## src/rtl/vend_multi.sv

```systemverilog
// Parametrised vending controller: 50/100-yen coins, cancel/refund, multi-unit change payout.
// Optional sales counter built only when VEND_SALES_COUNT_EN is defined; otherwise sold_cnt is tied to 0.
module vend_multi #(
  parameter int unsigned PRICE = 3,
  parameter int unsigned CW    = 4,
  parameter int unsigned CNTW  = 8
) (
  input  logic            ck,
  input  logic            res_n,
  input  logic            c0,
  input  logic            c1,
  input  logic            cancel,
  output logic            y_item,
  output logic            y_chg,
  output logic            y_rej,
  output logic            busy,
  output logic [CW-1:0]   credit,
  output logic [CNTW-1:0] sold_cnt
);

  localparam int unsigned SW = CW + 1;

  localparam logic [1:0] IDLE   = 2'd0;
  localparam logic [1:0] VEND   = 2'd1;
  localparam logic [1:0] CHANGE = 2'd2;

  logic [1:0]    state, state_nxt;
  logic [CW-1:0] credit_nxt;
  logic [SW-1:0] sum;

  // One extra bit keeps credit + coin value exact before the price compare.
  always_comb begin
    state_nxt  = state;
    credit_nxt = credit;
    sum        = {1'b0, credit} + SW'({c1, c0});
    case (state)
      IDLE: begin
        if (cancel) begin
          if (sum != '0) begin
            credit_nxt = CW'(sum);
            state_nxt  = CHANGE;
          end
        end else if (sum >= SW'(PRICE)) begin
          credit_nxt = CW'(sum - SW'(PRICE));
          state_nxt  = VEND;
        end else begin
          credit_nxt = CW'(sum);
        end
      end
      VEND: begin
        state_nxt = (credit != '0) ? CHANGE : IDLE;
      end
      CHANGE: begin
        if (credit <= CW'(1)) begin
          credit_nxt = '0;
          state_nxt  = IDLE;
        end else begin
          credit_nxt = credit - CW'(1);
        end
      end
      default: begin
        credit_nxt = '0;
        state_nxt  = IDLE;
      end
    endcase
  end

  // Moore outputs registered from the next state so they line up with the state they describe.
  always_ff @(posedge ck or negedge res_n) begin
    if (!res_n) begin
      state  <= IDLE;
      credit <= '0;
      y_item <= 1'b0;
      y_chg  <= 1'b0;
      busy   <= 1'b0;
    end else begin
      state  <= state_nxt;
      credit <= credit_nxt;
      y_item <= (state_nxt == VEND);
      y_chg  <= (state_nxt == CHANGE);
      busy   <= (state_nxt != IDLE);
    end
  end

  assign y_rej = busy & (c0 | c1);

`ifdef VEND_SALES_COUNT_EN
  logic [CNTW-1:0] sold_q;

  always_ff @(posedge ck or negedge res_n) begin
    if (!res_n) begin
      sold_q <= '0;
    end else if (state_nxt == VEND) begin
      sold_q <= sold_q + CNTW'(1);
    end
  end

  assign sold_cnt = sold_q;
`else
  assign sold_cnt = '0;
`endif

endmodule

```

## config.mk

```make
export PLATFORM = sky130hd
export DESIGN_NAME = vend_multi
export DESIGN_NICKNAME = d
export VERILOG_FILES = /design/src/rtl/vend_multi.sv
export SDC_FILE = /design/constraint.sdc
export NUM_CORES = 1
export LEC_CHECK = 0
export BUFFER_PORTS_ARGS = -buffer_cell sky130_fd_sc_hd__buf_2
export CAP_MARGIN = 10
export CORE_MARGIN = 3
export CORE_UTILIZATION = 54
export CTS_BUF_LIST = sky130_fd_sc_hd__clkbuf_4
export DETAILED_ROUTE_END_ITERATION = 8
export GPL_ROUTABILITY_DRIVEN = 1
export PLACE_DENSITY = 0.81
export SLEW_MARGIN = 20
export SYNTH_ARGS = -nofsm -noshare
export SYNTH_HDL_FRONTEND = slang
export SYNTH_SLANG_ARGS = --single-unit
```

## constraint.sdc

```tcl
create_clock -name ck -period 3.4 [get_ports ck]
set_input_delay 0 -clock ck [delete_from_list [all_inputs] [get_ports ck]]
set_output_delay 0 -clock ck [all_outputs]
set_load 0.1 [all_outputs]
```

==> results of run 1 <==
[flip-flops by register name, indices dropped and copies added, names as in the netlist]
name,cells
credit,4
busy,1
state,2
y_chg,1
y_item,1
[area by class of cell]
type	count	area (µm²)	area share, %
sequential	9	225	24.3
clock buffer	4	30.0	3.23
inverter	6	22.5	2.43
tap	15	18.8	2.02
timing repair buffer	13	70.1	7.55
multi-input combinational	84	562	60.5
[synthesized netlist by cell type]
| library cell | instances | area share, % |
|---|---|---|
| nor2_1 | 10 | 4.4 |
| buf_4 | 9 | 7.8 |
| dfrtp_1 | 9 | 26 |
| nand2_1 | 9 | 3.9 |
| ha_1 | 7 | 10 |
| a21oi_1 | 6 | 3.5 |
| inv_1 | 6 | 2.6 |
| nor3_1 | 6 | 3.5 |
| o21ai_0 | 4 | 2.3 |
| a31oi_1 | 3 | 2.2 |
| a211oi_1 | 2 | 1.7 |
| buf_2 | 2 | 1.2 |
| nor2b_1 | 2 | 1.5 |
| a2111o_1 | 1 | 1.3 |
| a211o_1 | 1 | 1.0 |
| a211oi_2 | 1 | 1.5 |
| a21boi_2 | 1 | 1.3 |
| a21o_1 | 1 | 0.87 |
| a221o_1 | 1 | 1.2 |
| and2_1 | 1 | 0.73 |
| and2b_4 | 1 | 1.2 |
| and3_1 | 1 | 0.73 |
| and4_1 | 1 | 1.0 |
| conb_1 | 1 | 0.44 |
| fa_1 | 1 | 2.3 |
| mux2i_1 | 1 | 1.2 |
| nand3_1 | 1 | 0.58 |
| nand3b_1 | 1 | 0.87 |
| nor3_2 | 1 | 1.2 |
| nor3b_1 | 1 | 0.87 |
| nor4_1 | 1 | 0.73 |
| o211a_1 | 1 | 1.2 |
| o211ai_1 | 1 | 0.87 |
| o21a_1 | 1 | 0.87 |
| o21ba_2 | 1 | 1.2 |
| o21bai_4 | 1 | 2.2 |
| o22ai_1 | 1 | 0.73 |
| o31a_1 | 1 | 1.0 |
| or2_0 | 1 | 0.73 |
| or2_2 | 1 | 0.73 |
| or3_1 | 1 | 0.73 |
[routing by layer]
metal	share of wire (%)	up-vias	routed length, µm	global-route usage (%)
li1	-	374	-	-
met1	44	378	855	26.0
met2	48	33	938	33.8
met3	5.9	4	114	6.32
met4	1.4	0	27	6.25
met5	0	-	0	0
[metrics by stage]
| stage | hold WS, ns | setup WS (ns) |
|---|---|---|
| after floorplan | -0.296 | 0.306 |
| after global placement | -0.140 | 0.793 |
| after detailed placement | -0.138 | 0.747 |
| after CTS | 0.0135 | 0.724 |
| after global routing | 0.0422 | 0.565 |
| final | 0.0251 | 0.715 |
[logic make-up (layout without fill, tap and decap cells)]
kind of cell / Yosys count / count (layout)
adders and majority gates: 8 / 8
other: 1 / 8
DFF: 9 / 9
and+or+nand+nor: 39 / 39
buffers and inverters: 17 / 23
AOI/OAI and AO/OA: 28 / 28
muxes: 1 / 1
[worst paths after layout]
path                       depth (start not counted)                  start               endpoint
min reg2reg                                        1  credit[0]$_DFFE_PN0P_  credit[0]$_DFFE_PN0P_
min                                                2                 cancel       y_item$_DFF_PN0_
max reg2reg                                        8  credit[0]$_DFFE_PN0P_  credit[2]$_DFFE_PN0P_
max in group asynchronous                          2                  res_n         busy$_DFF_PN0_
min in group asynchronous                          2                  res_n  credit[3]$_DFFE_PN0P_
max                                                8  credit[0]$_DFFE_PN0P_  credit[2]$_DFFE_PN0P_
[timing repair]
action | CTS | global route
resized for setup | 0 | 0
hold buffers | 1 | 0
hold endpoints to repair | 9 | 0
==> impl_metrics.toml, run 1 <==
[timing]
drv_slew = 0
fin_crit_ns = 2.68
skew_ns = 0.00785
finalCritPeriodShare_pct = 79.0
setup_viol = 0
fin_setup_tns_ns = 0
hold_viol = 0
rsz0062_at_grt = "false"
fmax_mhz = 372

[yosys]
syn_inst = 103
ys_types = 41
synth_xor_area_share_pct = 0
synth_seq_area_share_pct = 26.2
synth_fa_ha_area_share_pct = 12.5
synth_mux_area_share_pct = 1.16
ys_seq_elements = 9
synthSimpleGateAreaFrac_pct = 23.3
ys_warn_count = 0
synth_top_family_by_area = "compound AO/OA/AOI/OAI gates"
netlist_area_um2 = 861
synth_area_per_cell_um2 = 8.36
synth-compound-area-share_pct = 24.9

[routing]
firstDrtPassIters = 4
wl_mm = 1.94
via_per_inst = 6.02
wire_per_inst_um = 14.8
drc = 0
drtIter0Drc = 29
ant_nets = 0
vias = 789

[worst_setup_path]
cp.required_ns = 3.55
critPathCaptureType = "flip-flop"
cpMaxStageDelayCell = "fa_1"
path_class = "flip-flop to flip-flop"
critPathLaunchType = "flip-flop"
path_buf_inv = 0
cp_top_family = "adder cells"
cpMostUsedCell = "ha_1"
path_cells = "ha_1 > fa_1 > ha_1 > a211oi_2 > nand2_1 > a31oi_1 > nor3_1 > a211o_1"
crit_path_max_incr_delay_ns = 0.57
critPathMaxFanout = 6
crit_arrival_ns = 2.84
reg2reg_slack_ns = 0.72

[floorplanning]
core_area_um2 = 1400
die_area_um2 = 2110
num_io_pins = 21
die_w_um = 45.9
dieHeight_um = 45.9
rows = 13
initial_core_util_pct = 61.5

[finish]
nets = 130
drive_gt1_share_pct = 19.8
layout_commonest_cell = "buf_2"
antenna_cells = 0
fin_area_um2 = 928
postLayoutCoreUtil_pct = 66.4
fin_cells = 131
area_growth_pct = 7.85
final_cell_mix = "buf_2, nor2_1, nand2_1, dfrtp_1, conb_1"
fillers = 119

[worst_hold_path]
hold_path_class = "primary input to flip-flop"

[placed_design]
placed_cells = 126
post_dp_cell_area_um2 = 888
place.gp.congestion = 0.920
hpwl_mm = 1.54
portBuffers = 12

[cts]
cts_made_buffers = 3
post-cts-setup-buffers = 0
path_clk_slew_ns = 0.06
cts_buffer_depth = 2
clk-insertion-delay-late_ns = 0.26
cts_root_buf = "clkbuf_4"
numClockSinks = 9
htreeDepth = 1
cts_tree = "yes"

[global_routing]
grt_util_all_layers_pct = 20.8
grt_pass1_vias = 700
grt_pass1_wl_mm = 3.08
grt_max_degree = 17
grt-ovfl-total = 0
antenna_found_initial = 0

[run]
maxCapViolations = 0

[status]
status = "completed"
Power of run 1 is left out: the tool's default activity adds up to more than one toggle a clock period on the data nets, which glitch-free logic cannot reach.
==> inputs of run 2 (changes only) <==
- clock period: 3.4 -> 2.6 ns (I/O delays scaled with it)
==> run 2 against run 1 <==
Effect of this change:
- count of clock-buffer cells in the layout unchanged
- non-clock buffer count increased by 2
- clock skew increased by 0.0058 ns
- sequential share of layout area fell by 0.76 points
- via count fell by 3.8%
- cell count up 1.5%
- routed wire length shrank 3.4%
- cell area is 5.5% higher
- first-iteration DRC count shrank 48%
- hold slack improved by 0.018 ns
- die area unchanged
==> impl_metrics.toml, run 2 (same netlist as run 1, synthesis figures left out) <==
[finish]
top_register = "credit"
multi_input_area_um2 = 593
final_cell_mix = "buf_2, nand2_1, nor2_1"
ff_latch_area_um2 = 230
fillers = 127
fin_cells = 133
nets = 132
layout_commonest_cell = "buf_2"
area_growth_pct = 13.8
drive_gt1_share_pct = 28.0
fin_area_um2 = 980
largest_register_ffs = 4
antenna_cells = 0
reg.largest.list = "credit: 4 flops, state: 2 flops"

[timing]
rsz0062_at_grt = "false"
drv_slew = 0
fmax_mhz = 393
fin_crit_ns = 2.55
skew_ns = 0.0137
hold_viol = 0
setup_viol = 0
finalCritPeriodShare_pct = 98.0

[global_routing]
grt_util_all_layers_pct = 21.0
grt_use_met2_pct = 29.9
grt_max_degree = 17
gr-usage-met3_pct = 6.72
busiest_layer = "met2"
met1_usage_pct = 26.4
grt_pass1_vias = 679
grt-ovfl-total = 0
grt_pass1_wl_mm = 3.03
antenna_found_initial = 0

[placed_design]
placed_cells = 128
portBuffers = 12
post_dp_cell_area_um2 = 937
place.gp.congestion = 0.809
hpwl_mm = 1.45

[cts]
numClockSinks = 9
post-cts-setup-buffers = 0
cts_made_buffers = 3
htreeDepth = 1
cts_root_buf = "clkbuf_4"
path_clk_slew_ns = 0.06
clk-insertion-delay-late_ns = 0.28
cts_buffer_depth = 2
cts_tree = "yes"

[routing]
wl_mm = 1.87
via_per_inst = 5.71
drtIter0Drc = 15
firstDrtPassIters = 4
vias = 759
wire_per_inst_um = 14.1
ant_nets = 0
drc = 0

[floorplanning]
initial_core_util_pct = 61.5
core_area_um2 = 1400
die_w_um = 45.9
die_area_um2 = 2110
rows = 13
num_io_pins = 21
dieHeight_um = 45.9

[worst_setup_path]
crit_arrival_ns = 2.70
critPathLaunchType = "flip-flop"
path_cells = "ha_4 > fa_2 > inv_2 > ha_2 > and2b_4 > and3_4 > o21ba_4 > a2111o_1"
crit_path_max_incr_delay_ns = 0.61
critPathMaxFanout = 6
path_class = "flip-flop to flip-flop"
cpMaxStageDelayCell = "fa_2"
critPathCaptureType = "flip-flop"
cp.required_ns = 2.76

[status]
status = "completed"

[run]
maxCapViolations = 0

[worst_hold_path]
hold_path_class = "primary input to flip-flop"
-- run 2: changes by cell type in the layout (fill, tap and decap cells not counted), sizes merged --
cell,delta
buf,+2
-- run 2: area by class of cell --
class                   instances  area share [%]
clock buffers                   4            3.07
multi-input cells              84            60.5
inverters                       6            2.30
well taps                      15            1.92
repair buffers                 15            8.68
flip-flops and latches          9            23.5
-- run 2: worst max-delay path: cells and delay by family (launching register included) --
kind            cells  cell delay, ns
simple gates        2            0.34
flops               1            0.52
compound gates      2            0.56
fa+ha+maj           3            0.96
buf+inv             1            0.04
-- run 2: repair_timing --
item / 4_1_cts / 5_1_grt
endpoints found under the hold margin: 9 / 0
gates resized for setup: 0 / 1
setup endpoints to repair: 0 / 3
hold buffers: 1 / 0
-- run 2: through the flow --
stage | setup slack (ns) | TNS [ns] | hold slack, ns | util, %
after global placement | 0.0653 | 0 | -0.147 | 67.0
after floorplan | -0.0566 | -0.101 | -0.296 | -
after CTS | 0.0197 | 0 | 0.0372 | 69.9
after detailed placement | 0.0427 | 0 | -0.145 | 67.0
after global routing | 0.000801 | 0 | 0.0418 | 70.0
final | 0.0532 | 0 | 0.0434 | 70.0
-- run 2: metal layers --
layer,share of wire [%],vias up
met1,46,341
met4,3.4,0
li1,-,385
met3,6.6,7
met2,44,26
met5,0,-
-- run 2: path summary, 6_finish.rpt --
| kind | startpoint | endpoint | slack (ns) | cells past startpoint |
|---|---|---|---|---|
| max reg2reg | credit[0]$_DFFE_PN0P_ | credit[0]$_DFFE_PN0P_ | 0.05 | 8 |
| min | cancel | y_item$_DFF_PN0_ | 0.04 | 2 |
| max in group asynchronous | res_n | credit[0]$_DFFE_PN0P_ | 2.31 | 2 |
| max | credit[0]$_DFFE_PN0P_ | credit[0]$_DFFE_PN0P_ | 0.05 | 8 |
| min reg2reg | credit[1]$_DFFE_PN0P_ | credit[1]$_DFFE_PN0P_ | 0.62 | 1 |
| min in group asynchronous | res_n | busy$_DFF_PN0_ | 0.10 | 2 |
Power of run 2 is left out for the same reason.
